[src/rtl/dvp_capture_window.sv]
// dvp_capture_window
//   Captures pixels from a generic DVP camera stream (vsync/href/data) and
//   emits them as single-cycle strobes after cropping and decimation. It
//   sits between the camera pads and the frame buffer writer, and clk is
//   the camera PCLK.
//
//   Handshake: pixel_valid is a one-cycle strobe with no back-pressure.
//   pixel_data/pixel_x/pixel_y/sof/eol are meaningful only while it is
//   high, and the consumer must accept every strobe.
//
// Ports
//   clk, rst_n          capture clock (rising edge), async active-low reset
//   en                  capture enable
//   two_byte            1: two bytes per pixel, 0: one byte, zero-extended
//   swap_bytes          two-byte mode: first byte goes to the LSBs
//   x_start/x_end       inclusive crop columns (source pixels)
//   y_start/y_end       inclusive crop rows
//   x_dec/y_dec         keep one of every 2^n columns / rows
//   dvp_vsync/href/data raw camera inputs
//   pixel_*             output pixel strobe, data and coordinates
//   sof / eol           first pixel of frame / last pixel of output row
//   frame_active        state machine is in ACTIVE
//   frame_done          pulse at the end of each captured frame
//   frame_cnt           captured frame counter (wraps)
//   last_lines/last_ppl source line count and last-line pixel count of the
//                       most recent captured frame
//   line_err            pulse when a two-byte line ends on an odd byte
//   dbg_state           current state machine state
module dvp_capture_window #(
    parameter int DATA_W           = 8,
    parameter int X_W              = 11,
    parameter int Y_W              = 10,
    parameter int SKIP_FRAMES      = 3,
    parameter int VSYNC_BLANK_HIGH = 1,
    parameter int HREF_ACTIVE_HIGH = 1,
    parameter int CNT_W            = 16
) (
    input  logic                  clk,
    input  logic                  rst_n,
    input  logic                  en,
    input  logic                  two_byte,
    input  logic                  swap_bytes,
    input  logic [X_W-1:0]        x_start,
    input  logic [X_W-1:0]        x_end,
    input  logic [Y_W-1:0]        y_start,
    input  logic [Y_W-1:0]        y_end,
    input  logic [1:0]            x_dec,
    input  logic [1:0]            y_dec,
    input  logic                  dvp_vsync,
    input  logic                  dvp_href,
    input  logic [DATA_W-1:0]     dvp_data,
    output logic                  pixel_valid,
    output logic [2*DATA_W-1:0]   pixel_data,
    output logic [X_W-1:0]        pixel_x,
    output logic [Y_W-1:0]        pixel_y,
    output logic                  sof,
    output logic                  eol,
    output logic                  frame_active,
    output logic                  frame_done,
    output logic [CNT_W-1:0]      frame_cnt,
    output logic [Y_W-1:0]        last_lines,
    output logic [X_W-1:0]        last_ppl,
    output logic                  line_err,
    output logic [2:0]            dbg_state
);

    localparam int SK_W = $clog2(SKIP_FRAMES + 2);

    typedef enum logic [2:0] {
        IDLE       = 3'd0,
        WAIT_BLANK = 3'd1,
        WAIT_START = 3'd2,
        SKIP       = 3'd3,
        ACTIVE     = 3'd4
    } state_t;

    state_t state_q, state_d;

    // ---------------- input stage ----------------
    logic              vs_s1, vs_s2, hr_s1, hr_s2;
    logic [DATA_W-1:0] data_s1;

    always_ff @(posedge clk or negedge rst_n) begin
        if (!rst_n) begin
            vs_s1   <= 1'b0;
            vs_s2   <= 1'b0;
            hr_s1   <= 1'b0;
            hr_s2   <= 1'b0;
            data_s1 <= '0;
        end else begin
            vs_s1   <= dvp_vsync;
            vs_s2   <= vs_s1;
            hr_s1   <= dvp_href;
            hr_s2   <= hr_s1;
            data_s1 <= dvp_data;
        end
    end

    // Normalised syncs: vb = vertical blanking, ha = active line.
    logic vb1, vb2, ha1, ha2;
    assign vb1 = (VSYNC_BLANK_HIGH != 0) ? vs_s1 : !vs_s1;
    assign vb2 = (VSYNC_BLANK_HIGH != 0) ? vs_s2 : !vs_s2;
    assign ha1 = (HREF_ACTIVE_HIGH != 0) ? hr_s1 : !hr_s1;
    assign ha2 = (HREF_ACTIVE_HIGH != 0) ? hr_s2 : !hr_s2;

    logic frame_start, frame_end, line_start, line_end;
    assign frame_start = vb2 && !vb1;
    assign frame_end   = !vb2 && vb1;
    assign line_start  = ha1 && !ha2;
    assign line_end    = !ha1 && ha2;

    // ---------------- state machine ----------------
    logic [SK_W-1:0] skip_cnt;
    logic            skip_more, go_active, go_skip, end_frame;

    assign skip_more = int'(skip_cnt) < SKIP_FRAMES;

    always_ff @(posedge clk or negedge rst_n) begin
        if (!rst_n) state_q <= IDLE;
        else        state_q <= state_d;
    end

    always_comb begin
        state_d   = state_q;
        go_active = 1'b0;
        go_skip   = 1'b0;
        end_frame = 1'b0;
        case (state_q)
            IDLE:       if (en) state_d = WAIT_BLANK;
            WAIT_BLANK: if (vb1) state_d = WAIT_START;
            WAIT_START: begin
                if (frame_start) begin
                    if (!en) begin
                        state_d = IDLE;
                    end else if (skip_more) begin
                        state_d = SKIP;
                        go_skip = 1'b1;
                    end else begin
                        state_d   = ACTIVE;
                        go_active = 1'b1;
                    end
                end
            end
            SKIP:       if (frame_end) state_d = WAIT_START;
            ACTIVE: begin
                if (frame_end) begin
                    end_frame = 1'b1;
                    state_d   = en ? WAIT_START : IDLE;
                end
            end
            default:    state_d = IDLE;
        endcase
    end

    assign frame_active = (state_q == ACTIVE);
    assign dbg_state    = state_q;

    // ---------------- frame shadows ----------------
    logic           cfg_two_byte, cfg_swap;
    logic [X_W-1:0] cfg_xs, cfg_xe;
    logic [Y_W-1:0] cfg_ys, cfg_ye;
    logic [1:0]     cfg_xdec, cfg_ydec;

    // ---------------- byte assembly / qualification ----------------
    logic [DATA_W-1:0]   hold_q;
    logic                phase_q, phase_eff, in_line, form, emit, first_byte;
    logic [X_W-1:0]      sx_q, sx_eff, sx_inc, line_ppl, dx, x_step;
    logic [Y_W-1:0]      sy_q, sy_inc, dy, y_step, lines_fin;
    logic [X_W-1:0]      ppl_fin;
    logic [2*DATA_W-1:0] pix_word;
    logic                keep_x, keep_y, eol_next, sof_pend;

    // A line-start cycle already carries the first byte of the line, so the
    // phase and column restart combinationally for that byte.
    assign phase_eff  = line_start ? 1'b0 : phase_q;
    assign sx_eff     = line_start ? '0 : sx_q;
    assign in_line    = (state_q == ACTIVE) && ha1;
    assign first_byte = cfg_two_byte && !phase_eff;
    assign form       = in_line && !first_byte;

    assign pix_word = !cfg_two_byte ? {{DATA_W{1'b0}}, data_s1} :
                      cfg_swap      ? {data_s1, hold_q} :
                                      {hold_q, data_s1};

    assign sx_inc = (&sx_eff) ? sx_eff : sx_eff + 1'b1;
    assign sy_inc = (&sy_q) ? sy_q : sy_q + 1'b1;

    assign x_step = {{(X_W-1){1'b0}}, 1'b1} << cfg_xdec;
    assign y_step = {{(Y_W-1){1'b0}}, 1'b1} << cfg_ydec;
    assign dx     = sx_eff - cfg_xs;
    assign dy     = sy_q - cfg_ys;

    assign keep_x = (sx_eff >= cfg_xs) && (sx_eff <= cfg_xe) &&
                    ((dx & (x_step - 1'b1)) == '0);
    assign keep_y = (sy_q >= cfg_ys) && (sy_q <= cfg_ye) &&
                    ((dy & (y_step - 1'b1)) == '0);
    assign emit   = form && keep_x && keep_y;

    // Last kept column of the row: the next kept one would pass x_end.
    assign eol_next = ({1'b0, sx_eff} + {1'b0, x_step}) > {1'b0, cfg_xe};

    // A line may close on the same cycle vsync rises; fold it into the stats.
    assign lines_fin = (line_end && sx_q != '0) ? sy_inc : sy_q;
    assign ppl_fin   = (line_end && sx_q != '0) ? sx_q : line_ppl;

    always_ff @(posedge clk or negedge rst_n) begin
        if (!rst_n) begin
            skip_cnt     <= '0;
            cfg_two_byte <= 1'b0;
            cfg_swap     <= 1'b0;
            cfg_xs       <= '0;
            cfg_xe       <= '0;
            cfg_ys       <= '0;
            cfg_ye       <= '0;
            cfg_xdec     <= '0;
            cfg_ydec     <= '0;
            hold_q       <= '0;
            phase_q      <= 1'b0;
            sx_q         <= '0;
            sy_q         <= '0;
            line_ppl     <= '0;
            sof_pend     <= 1'b0;
            pixel_valid  <= 1'b0;
            pixel_data   <= '0;
            pixel_x      <= '0;
            pixel_y      <= '0;
            sof          <= 1'b0;
            eol          <= 1'b0;
            frame_done   <= 1'b0;
            frame_cnt    <= '0;
            last_lines   <= '0;
            last_ppl     <= '0;
            line_err     <= 1'b0;
        end else begin
            pixel_valid <= 1'b0;
            sof         <= 1'b0;
            eol         <= 1'b0;
            frame_done  <= 1'b0;
            line_err    <= 1'b0;

            // Warm-up skipping happens once per enable.
            if (state_q == IDLE)  skip_cnt <= '0;
            else if (go_skip)     skip_cnt <= skip_cnt + 1'b1;

            if (go_active) begin
                cfg_two_byte <= two_byte;
                cfg_swap     <= swap_bytes;
                cfg_xs       <= x_start;
                cfg_xe       <= x_end;
                cfg_ys       <= y_start;
                cfg_ye       <= y_end;
                cfg_xdec     <= x_dec;
                cfg_ydec     <= y_dec;
                phase_q      <= 1'b0;
                sx_q         <= '0;
                sy_q         <= '0;
                line_ppl     <= '0;
                sof_pend     <= 1'b1;
            end

            if (in_line) begin
                phase_q <= first_byte;
                sx_q    <= form ? sx_inc : sx_eff;
                if (first_byte) hold_q <= data_s1;
                if (emit) begin
                    pixel_valid <= 1'b1;
                    pixel_data  <= pix_word;
                    pixel_x     <= dx >> cfg_xdec;
                    pixel_y     <= dy >> cfg_ydec;
                    eol         <= eol_next;
                    sof         <= sof_pend;
                    sof_pend    <= 1'b0;
                end
            end

            if ((state_q == ACTIVE) && line_end) begin
                if (sx_q != '0) begin
                    sy_q     <= sy_inc;
                    line_ppl <= sx_q;
                end
                // A dangling first byte is dropped and flagged.
                if (cfg_two_byte && phase_q) line_err <= 1'b1;
                sx_q    <= '0;
                phase_q <= 1'b0;
            end

            if (end_frame) begin
                frame_done <= 1'b1;
                frame_cnt  <= frame_cnt + 1'b1;
                last_lines <= lines_fin;
                last_ppl   <= ppl_fin;
            end
        end
    end

endmodule

[config.mk]
export PLATFORM = sky130hd
export DESIGN_NAME = dvp_capture_window
export DESIGN_NICKNAME = d
export VERILOG_FILES = /design/src/rtl/dvp_capture_window.sv
export SDC_FILE = /design/constraint.sdc
export NUM_CORES = 1
export LEC_CHECK = 0
export CELL_PAD_IN_SITES_DETAIL_PLACEMENT = 1
export CELL_PAD_IN_SITES_GLOBAL_PLACEMENT = 1
export CORE_MARGIN = 4
export CORE_UTILIZATION = 46
export CTS_CLUSTER_DIAMETER = 60
export DETAILED_ROUTE_END_ITERATION = 12
export HOLD_SLACK_MARGIN = 0.02
export PLACE_DENSITY = 0.84
export SLEW_MARGIN = 20
export SYNTH_ARGS = -nofsm -noshare
export SYNTH_HDL_FRONTEND = slang
export SYNTH_SLANG_ARGS = --single-unit
[constraint.sdc]
create_clock -name clk -period 5.6 [get_ports clk]
set_input_delay 1.12 -clock clk [delete_from_list [all_inputs] [get_ports clk]]
set_output_delay 1.12 -clock clk [all_outputs]
set_load 0.03 [all_outputs]
# ---- Yosys cells after proc, flatten, opt, wreduce, memory -nomap -nowiden
# Index checks and enable logic that the tools add are counted.
dict set report classes {
  addsub 9
  n_lt_le_gt_ge 6
  n_eq_ne 9
  n_shift 4
  muxes 54
  bitwise_logic 2
  n_reduce_logical 33
}
# cell n
set op_table {}
lappend op_table {{11-bit 2-to-1 mux} 10}
lappend op_table {{10-bit 2-to-1 mux} 5}
lappend op_table {{16-bit 2-to-1 mux} 2}
lappend op_table {{3-bit 2-to-1 mux} 9}
lappend op_table {{1-bit 2-to-1 mux} 26}
lappend op_table {{16-bit by 1-bit adder with 16-bit output, second input constant} 1}
lappend op_table {{1-bit logical AND} 16}
lappend op_table {{3-bit case mux with 5 select lines} 1}
lappend op_table {{11-bit by 11-bit adder with 12-bit output} 1}
lappend op_table {{12-bit by 11-bit > comparator with 1-bit output} 1}
lappend op_table {{11-bit by 1-bit adder with 11-bit output, second input constant} 1}
lappend op_table {{11-bit AND} 1}
lappend op_table {{11-bit greater-or-equal comparator} 1}
lappend op_table {{11-bit less-or-equal comparator} 1}
lappend op_table {{11-bit logical NOT} 1}
lappend op_table {{11-bit AND reduction} 1}
lappend op_table {{11-bit nonzero test} 1}
lappend op_table {{1-bit by 2-bit << shifter with 11-bit output, first input constant} 1}
lappend op_table {{11-bit by 2-bit right shift with 11-bit output} 1}
lappend op_table {{11-bit by 1-bit subtractor with 11-bit output, second input constant} 1}
lappend op_table {{11-bit subtractor} 1}
lappend op_table {{10-bit by 1-bit adder with 10-bit output, second input constant} 1}
lappend op_table {{10-bit AND} 1}
lappend op_table {{10-bit greater-or-equal comparator} 1}
lappend op_table {{21 further kinds} 31}
dict set report word_totals {
  reg_bits 187
  in_bits 61
  out_inout_bits 83
  word_cells 149
}

# ---- Logic depth before layout (Yosys ltp)
dict set report depth {
  word_depth 11
  ltp_mapped 20
  mapped_depth_nobuf 17
}

# ---- Worst setup path before layout
# No wires, ideal clock.
dict set report synth_timing {
  kind {reg-to-reg}
  startpoint {register hr_s1, in the netlist ha1}
  endpoint {register eol}
  setup_time_ps 130
  arrival_ps 3560
  required_ps 5470
  path_slack_ps 1910
  stages_incl_launch_ff 20
  path_buffers 3
  period_less_slack_ps 3690
  path_cell_list {dfrtp_1 nand2b_1 buf_6 buf_4 buf_2 nand2_1 inv_1 ha_1 ha_1 a21oi_1 o211ai_1 a21oi_1 maj3_1 or3_1 a21oi_1 ha_1 a21o_1 a211o_1 o21ai_0 a21boi_0}
}
dict set report synth_between {
  elab_chain_cells 10
  word_cells_on_any_way 21
  classes_between {add/sub: 2; order compare: 3; mux: 4; bitwise: 1; reduce/logical: 11}
}
# item line
set synth_lines {}
lappend synth_lines {{start, declared} 80} ;# logic vs_s1, vs_s2, hr_s1, hr_s2;
lappend synth_lines {{start signal, assigned} 93} ;# hr_s1 <= dvp_href;
lappend synth_lines {{branches (longest 9 deep; another with 11-bit by 11-bit adder with 12-bit output)} --}
lappend synth_lines {{1-bit 2-to-1 mux (*)} 261} ;# if (in_line) begin
lappend synth_lines {{end signal, assigned} 270} ;# eol <= eol_next;
lappend synth_lines {{end, declared} 57} ;# output logic eol,
# Mark *: on every way between the ends.
# A chain may end at the register's enable or synchronous reset.

# ---- Final worst setup path
dict set report layout_timing {
  startpoint {register hr_s2, in the netlist ha2}
  endpoint {register pixel_y[4]}
}
dict set report layout_between {
  elab_chain_cells 10
  word_cells_on_any_way 18
  classes_between {add/sub: 1; order compare: 2; mux: 2; bitwise: 1; reduce/logical: 12}
}
# item line
set layout_lines {}
lappend layout_lines {{start, declared} 80}
lappend layout_lines {{start signal, assigned} 94} ;# hr_s2 <= hr_s1;
lappend layout_lines {{1-bit logical NOT (*)} 109} ;# assign line_start = ha1 && !ha2;
lappend layout_lines {{1-bit logical AND (*)} 109}
lappend layout_lines {{11-bit 2-to-1 mux / 1-bit 2-to-1 mux (equally long branches)} {176, 175}}
lappend layout_lines {{11-bit subtractor / 1-bit logical NOT (equally long branches)} {190, 178}}
lappend layout_lines {{11-bit AND / 1-bit logical AND (equally long branches)} {194, 178}}
lappend layout_lines {{11-bit logical NOT / 1-bit logical NOT (equally long branches)} {194, 179}}
lappend layout_lines {{1-bit logical AND, on equally long branches} {193, 179}}
lappend layout_lines {{1-bit logical AND (*) (2 in a row)} 197} ;# assign emit = form && keep_x && keep_y;
lappend layout_lines {{2-bit AND reduction (no line) (*)} --}
lappend layout_lines {{end signal, assigned} 269} ;# pixel_y <= dy >> cfg_ydec;
lappend layout_lines {{end, declared} 55} ;# output logic [Y_W-1:0] pixel_y,
# Every way passes the cells marked *; elsewhere a longest branch is shown, timed or not.

==> flow_results.org <==
** Run status
- Result of the run :: complete, no violations

** Logic synthesis
- Of all cell types, the one taking the most synthesized area is sky130_fd_sc_hd__dfrtp_1.
- Cell count after synthesis :: 1,141
- The netlist uses 76 different library cells.
- Share of flip-flops with an asynchronous set or reset :: 1.00
- The synthesized design contains 187 register bits.
- Counting flops with a built-in enable in the synthesized netlist gives 0.
- A synthesized cell averages 9.44 um2.
- During synthesis, Yosys emitted a total of 0 warnings.
- Top cell type's share of synthesized area :: 0.434
- Dominant register cell in the synthesized netlist :: sky130_fd_sc_hd__dfrtp_1
- Counting every net in the synthesized netlist gives 1,260.
- Sorting the synthesized cells by area gives the leading types as sky130_fd_sc_hd__dfrtp_1 (43%), sky130_fd_sc_hd__ha_1 (6.6%), sky130_fd_sc_hd__nand2_1 (6.1%), sky130_fd_sc_hd__o21ai_0 (3.8%), sky130_fd_sc_hd__mux2_2 (3.8%).
- Share of synthesized area occupied by flip-flops and latches :: 0.434
- The synthesized netlist occupies a cell area of 0.0108 mm2.

** Floorplanning
- Initial core utilization :: 0.471
- The total area inside the core boundary comes to 0.0228 mm2.
- The die covers 0.0259 mm2.
- DIE HEIGHT :: 161 um
- During I/O placement, the number of pins put on the boundary was 144.
- The floorplan has 55 rows.
- The die is 161 um wide.

** Route
- The routed design has 31,900 um of wire.
- The pre-antenna-repair detailed-routing pass consisted of 5 iterations.
- The final route contains 8,977 vias.
- The count of nets left with antenna violations once routing finished came out at 0.
- The detailed router finished its first iteration with 644 violations.
- Final routed DRC violation total :: 0
- Via-to-Cell Ratio :: 5.69
- In the final routed layout, each cell accounts on average for 20.2 um.

** Cells and area
- In the final layout, the share of cells above drive strength 1 is 0.0893.
- Area added between synthesis and finish :: 20.6%
- Once layout is complete, the utilization of the core stands at 0.568.
- Count of antenna diodes in the layout :: 0
- Number of filler instances in the final layout :: 2,618
- At the end of the flow, the number of nets in the layout was 1,371.
- Final instance area :: 0.0130 mm2

** Critical path
- Along the worst path, the maximum fanout reaches 22.
- The cell that appears most often on the critical path is sky130_fd_sc_hd__ha_1.
- STA classifies the critical path endpoint as a register.
- Maximum cell stage delay along the critical path :: 0.66 ns
- Counting both buffers and inverters, the worst setup path holds a total of 2.
- Ordered list of cells on the worst path :: nand2b_1 > nand2_1 > ha_1 > inv_1 > ha_1 > nor2b_1 > a311oi_1 > o21ai_0 > a2111oi_2 > nand3_1 > nor4_1 > o2111a_2 > buf_12 > mux2_2
- At the worst endpoint, the arrival time is 5.26 ns.
- Slowest stage cell on the critical path :: sky130_fd_sc_hd__o2111a_2
- At the worst endpoint, the required time is 5.93 ns.
- Kind of launch point of the worst setup path :: register
- The critical path in this run is classified as reg2reg.
- Kind of cell with the highest combined delay on the critical path :: compound AO/OA/AOI/OAI gates

** Clock tree
- Number of resized instances in the post-cts repair step :: 0
- Counting every sink on the clock net gives 187.
- Buffer cell driving the clock tree root :: sky130_fd_sc_hd__clkbuf_16
- Post-CTS Setup Bufs :: 0
- TritonCTS built the clock tree.
- No sink is reached through more buffers than the 2 on the longest clock path.
- Clock H-tree levels :: 4
- Hold repair after CTS inserted 0 buffers.
- Clock transition at the registers of the reported paths :: 0.09 ns
- The clock reaches the later pin of the worst-skew pair after 0.45 ns.
- The number of clock buffers added by TritonCTS is 17.

** Placed design
- Detailed placement ended at an HPWL of 23,000 um.
- The congestion estimate from routability-driven global placement came to 0.910.
- Worst slack, placed :: 0.925 ns
- In this run the tool buffered the top-level ports with 143 buffer cells.
- Cell area after placement :: 0.0124 mm2

** Power and ir drop
- Total Power Consumption :: 2890 uW
- Power density over the cells :: 222 mW/mm2
- In this run the static leakage power is 0.00584 uW.
- Across the VDD grid, the largest voltage drop is 238 uV.

** Global routing
- Total Routing Usage GR :: 0.250
- Antenna violations before repair :: 0
- Pin count of the biggest net entering global routing :: 106
- Summed over all layers, the global routing overflow is 0.
- The first global-routing pass estimated 52,200 um of wire.
- Number of global-route vias before repair :: 9,607

** Timing
- The clock arrives with 0.0178 ns of skew.
- Final clock period utilization by the worst path :: 0.880
- Setup tns final :: 0 ns
- Finish-stage setup viols :: 0
- Maximum operating frequency :: 203 MHz
- Final hold vios :: 0
- Final period demand of the worst path :: 4.93 ns
- Across all setup checks in the final design, the least slack found is 0.675 ns.
- Max-slew violation count :: 0
- In this run the tightest slew margin relative to its limit is 0.413.
- Slew of the pin with the lowest slew margin :: 0.881 ns
- Setup repair after global routing left no endpoint under its margin.

** Run
- Maximum capacitance violations :: 0

** Worst hold path
- Worst hold path type :: reg2reg
-- Yosys cell counts (3+ instances only) --
cell / instances
sky130_fd_sc_hd__a211oi_1: 11
sky130_fd_sc_hd__nor4_1: 7
sky130_fd_sc_hd__mux2i_1: 30
sky130_fd_sc_hd__dfrtp_1: 187
sky130_fd_sc_hd__o211ai_1: 3
sky130_fd_sc_hd__nand3_1: 31
sky130_fd_sc_hd__a21oi_1: 48
sky130_fd_sc_hd__buf_6: 3
sky130_fd_sc_hd__a22oi_1: 4
sky130_fd_sc_hd__maj3_1: 3
sky130_fd_sc_hd__a21o_1: 11
sky130_fd_sc_hd__nand2_1: 176
sky130_fd_sc_hd__buf_2: 5
sky130_fd_sc_hd__mux2_2: 36
sky130_fd_sc_hd__nand2b_1: 7
sky130_fd_sc_hd__a31oi_1: 19
sky130_fd_sc_hd__nor3_1: 13
sky130_fd_sc_hd__clkbuf_1: 39
sky130_fd_sc_hd__xnor2_1: 38
sky130_fd_sc_hd__o22ai_1: 3
sky130_fd_sc_hd__inv_1: 60
sky130_fd_sc_hd__nor2_1: 81
sky130_fd_sc_hd__inv_2: 3
sky130_fd_sc_hd__and2_1: 13
sky130_fd_sc_hd__o221ai_1: 3
sky130_fd_sc_hd__a21boi_0: 3
sky130_fd_sc_hd__nand4_1: 13
sky130_fd_sc_hd__or2_2: 4
sky130_fd_sc_hd__nor2b_1: 24
sky130_fd_sc_hd__buf_1: 5
sky130_fd_sc_hd__nor3b_1: 3
sky130_fd_sc_hd__mux2_4: 20
sky130_fd_sc_hd__o21a_1: 5
sky130_fd_sc_hd__o21ai_0: 82
sky130_fd_sc_hd__ha_1: 57
sky130_fd_sc_hd__or3_1: 7
sky130_fd_sc_hd__xor2_1: 9
sky130_fd_sc_hd__a311oi_1: 8
sky130_fd_sc_hd__o31ai_1: 3
sky130_fd_sc_hd__a22o_1: 7
sky130_fd_sc_hd__and3_1: 12
-- worst paths after layout --
path | startpoint | end | slack (ns) | depth (start not counted)
min | vb1 | vb2 | 0.43 | 0
max in group asynchronous | rst_n | last_ppl[4] | 3.69 | 2
min reg2reg | vb1 | vb2 | 0.43 | 0
max | ha2 | pixel_y[4] | 0.67 | 14
max reg2reg | ha2 | pixel_y[4] | 0.67 | 14
min in group asynchronous | rst_n | frame_cnt[10] | 0.74 | 1
-- layer usage --
| layer | GRT usage | up-vias | wire, um |
|---|---|---|---|
| met5 | 0 | - | 0 |
| met4 | 0.0717 | 0 | 755 |
| met3 | 0.0418 | 65 | 1470 |
| met2 | 0.425 | 244 | 15800 |
| met1 | 0.330 | 4478 | 13900 |
| li1 | - | 4190 | - |
-- state kept, by name (all words and copies together) (netlist names), 2 cells and up --
register and count:
cfg_xdec 2, cfg_xe 11, cfg_xs 11, cfg_ydec 2, cfg_ye 10, cfg_ys 10, data_s1 8, dbg_state 3
frame_cnt 16, hold_q 8, last_lines 10, last_ppl 11, line_ppl 11, pixel_data 16, pixel_x 11, pixel_y 10
skip_cnt 3, sx_q 11, sy_q 10
-- layout make-up --
cell class                 count  area, um2  area share
clock buffer                  18        429      0.0331
clock inverter                14        168      0.0129
inverter                      64        240      0.0185
multi-input combinational    832       5580       0.429
sequential                   187       4680       0.360
tap                          313        392      0.0302
timing repair buffer         150       1500       0.116
-- cells in the final DEF (no fill, tap or decap), drive strengths merged, types with 13 or more instances in the layout --
cell	n
a211oi	13
a21oi	49
a31oi	20
and2	13
clkbuf	19
clkdlybuf4s50	142
dfrtp	187
ha	57
inv	72
mux2	56
mux2i	30
nand2	176
nand3	31
nand4	13
nor2	81
nor2b	24
nor3	13
o21ai	83
xnor2	39
-- worst register-to-register path: cells and delay by family, from the launching register on --
family / cells / cell delay, ns
fa+ha+maj: 2 / 0.53
simple gates: 5 / 1.54
mux: 1 / 0.37
buf+inv: 2 / 0.33
compound gates: 4 / 1.62
flops: 1 / 0.41
-- power by group --
group          switching [uW]  internal [uW]  leakage [uW]
sequential               29.3           1370       0.00226
combinational             137            110       0.00329
clock                     635            607      0.000290
-- logic make-up after synthesis --
family | count (synthesis) | synth area share
mux | 86 | 0.0934
simple gates | 396 | 0.166
buf+inv | 122 | 0.0491
flops | 187 | 0.434
fa+ha+maj | 61 | 0.0709
compound gates | 241 | 0.146
xor+xnor | 48 | 0.0397
-- stage by stage --
stage	hold slack, ns	std cells
after floorplan	0.388	1141
after global placement	0.407	1546
after detailed placement	0.429	1546
after CTS	0.440	1578
after global routing	0.461	1578
final	0.431	1578
Note: power is estimated with default switching activity, not from simulation.
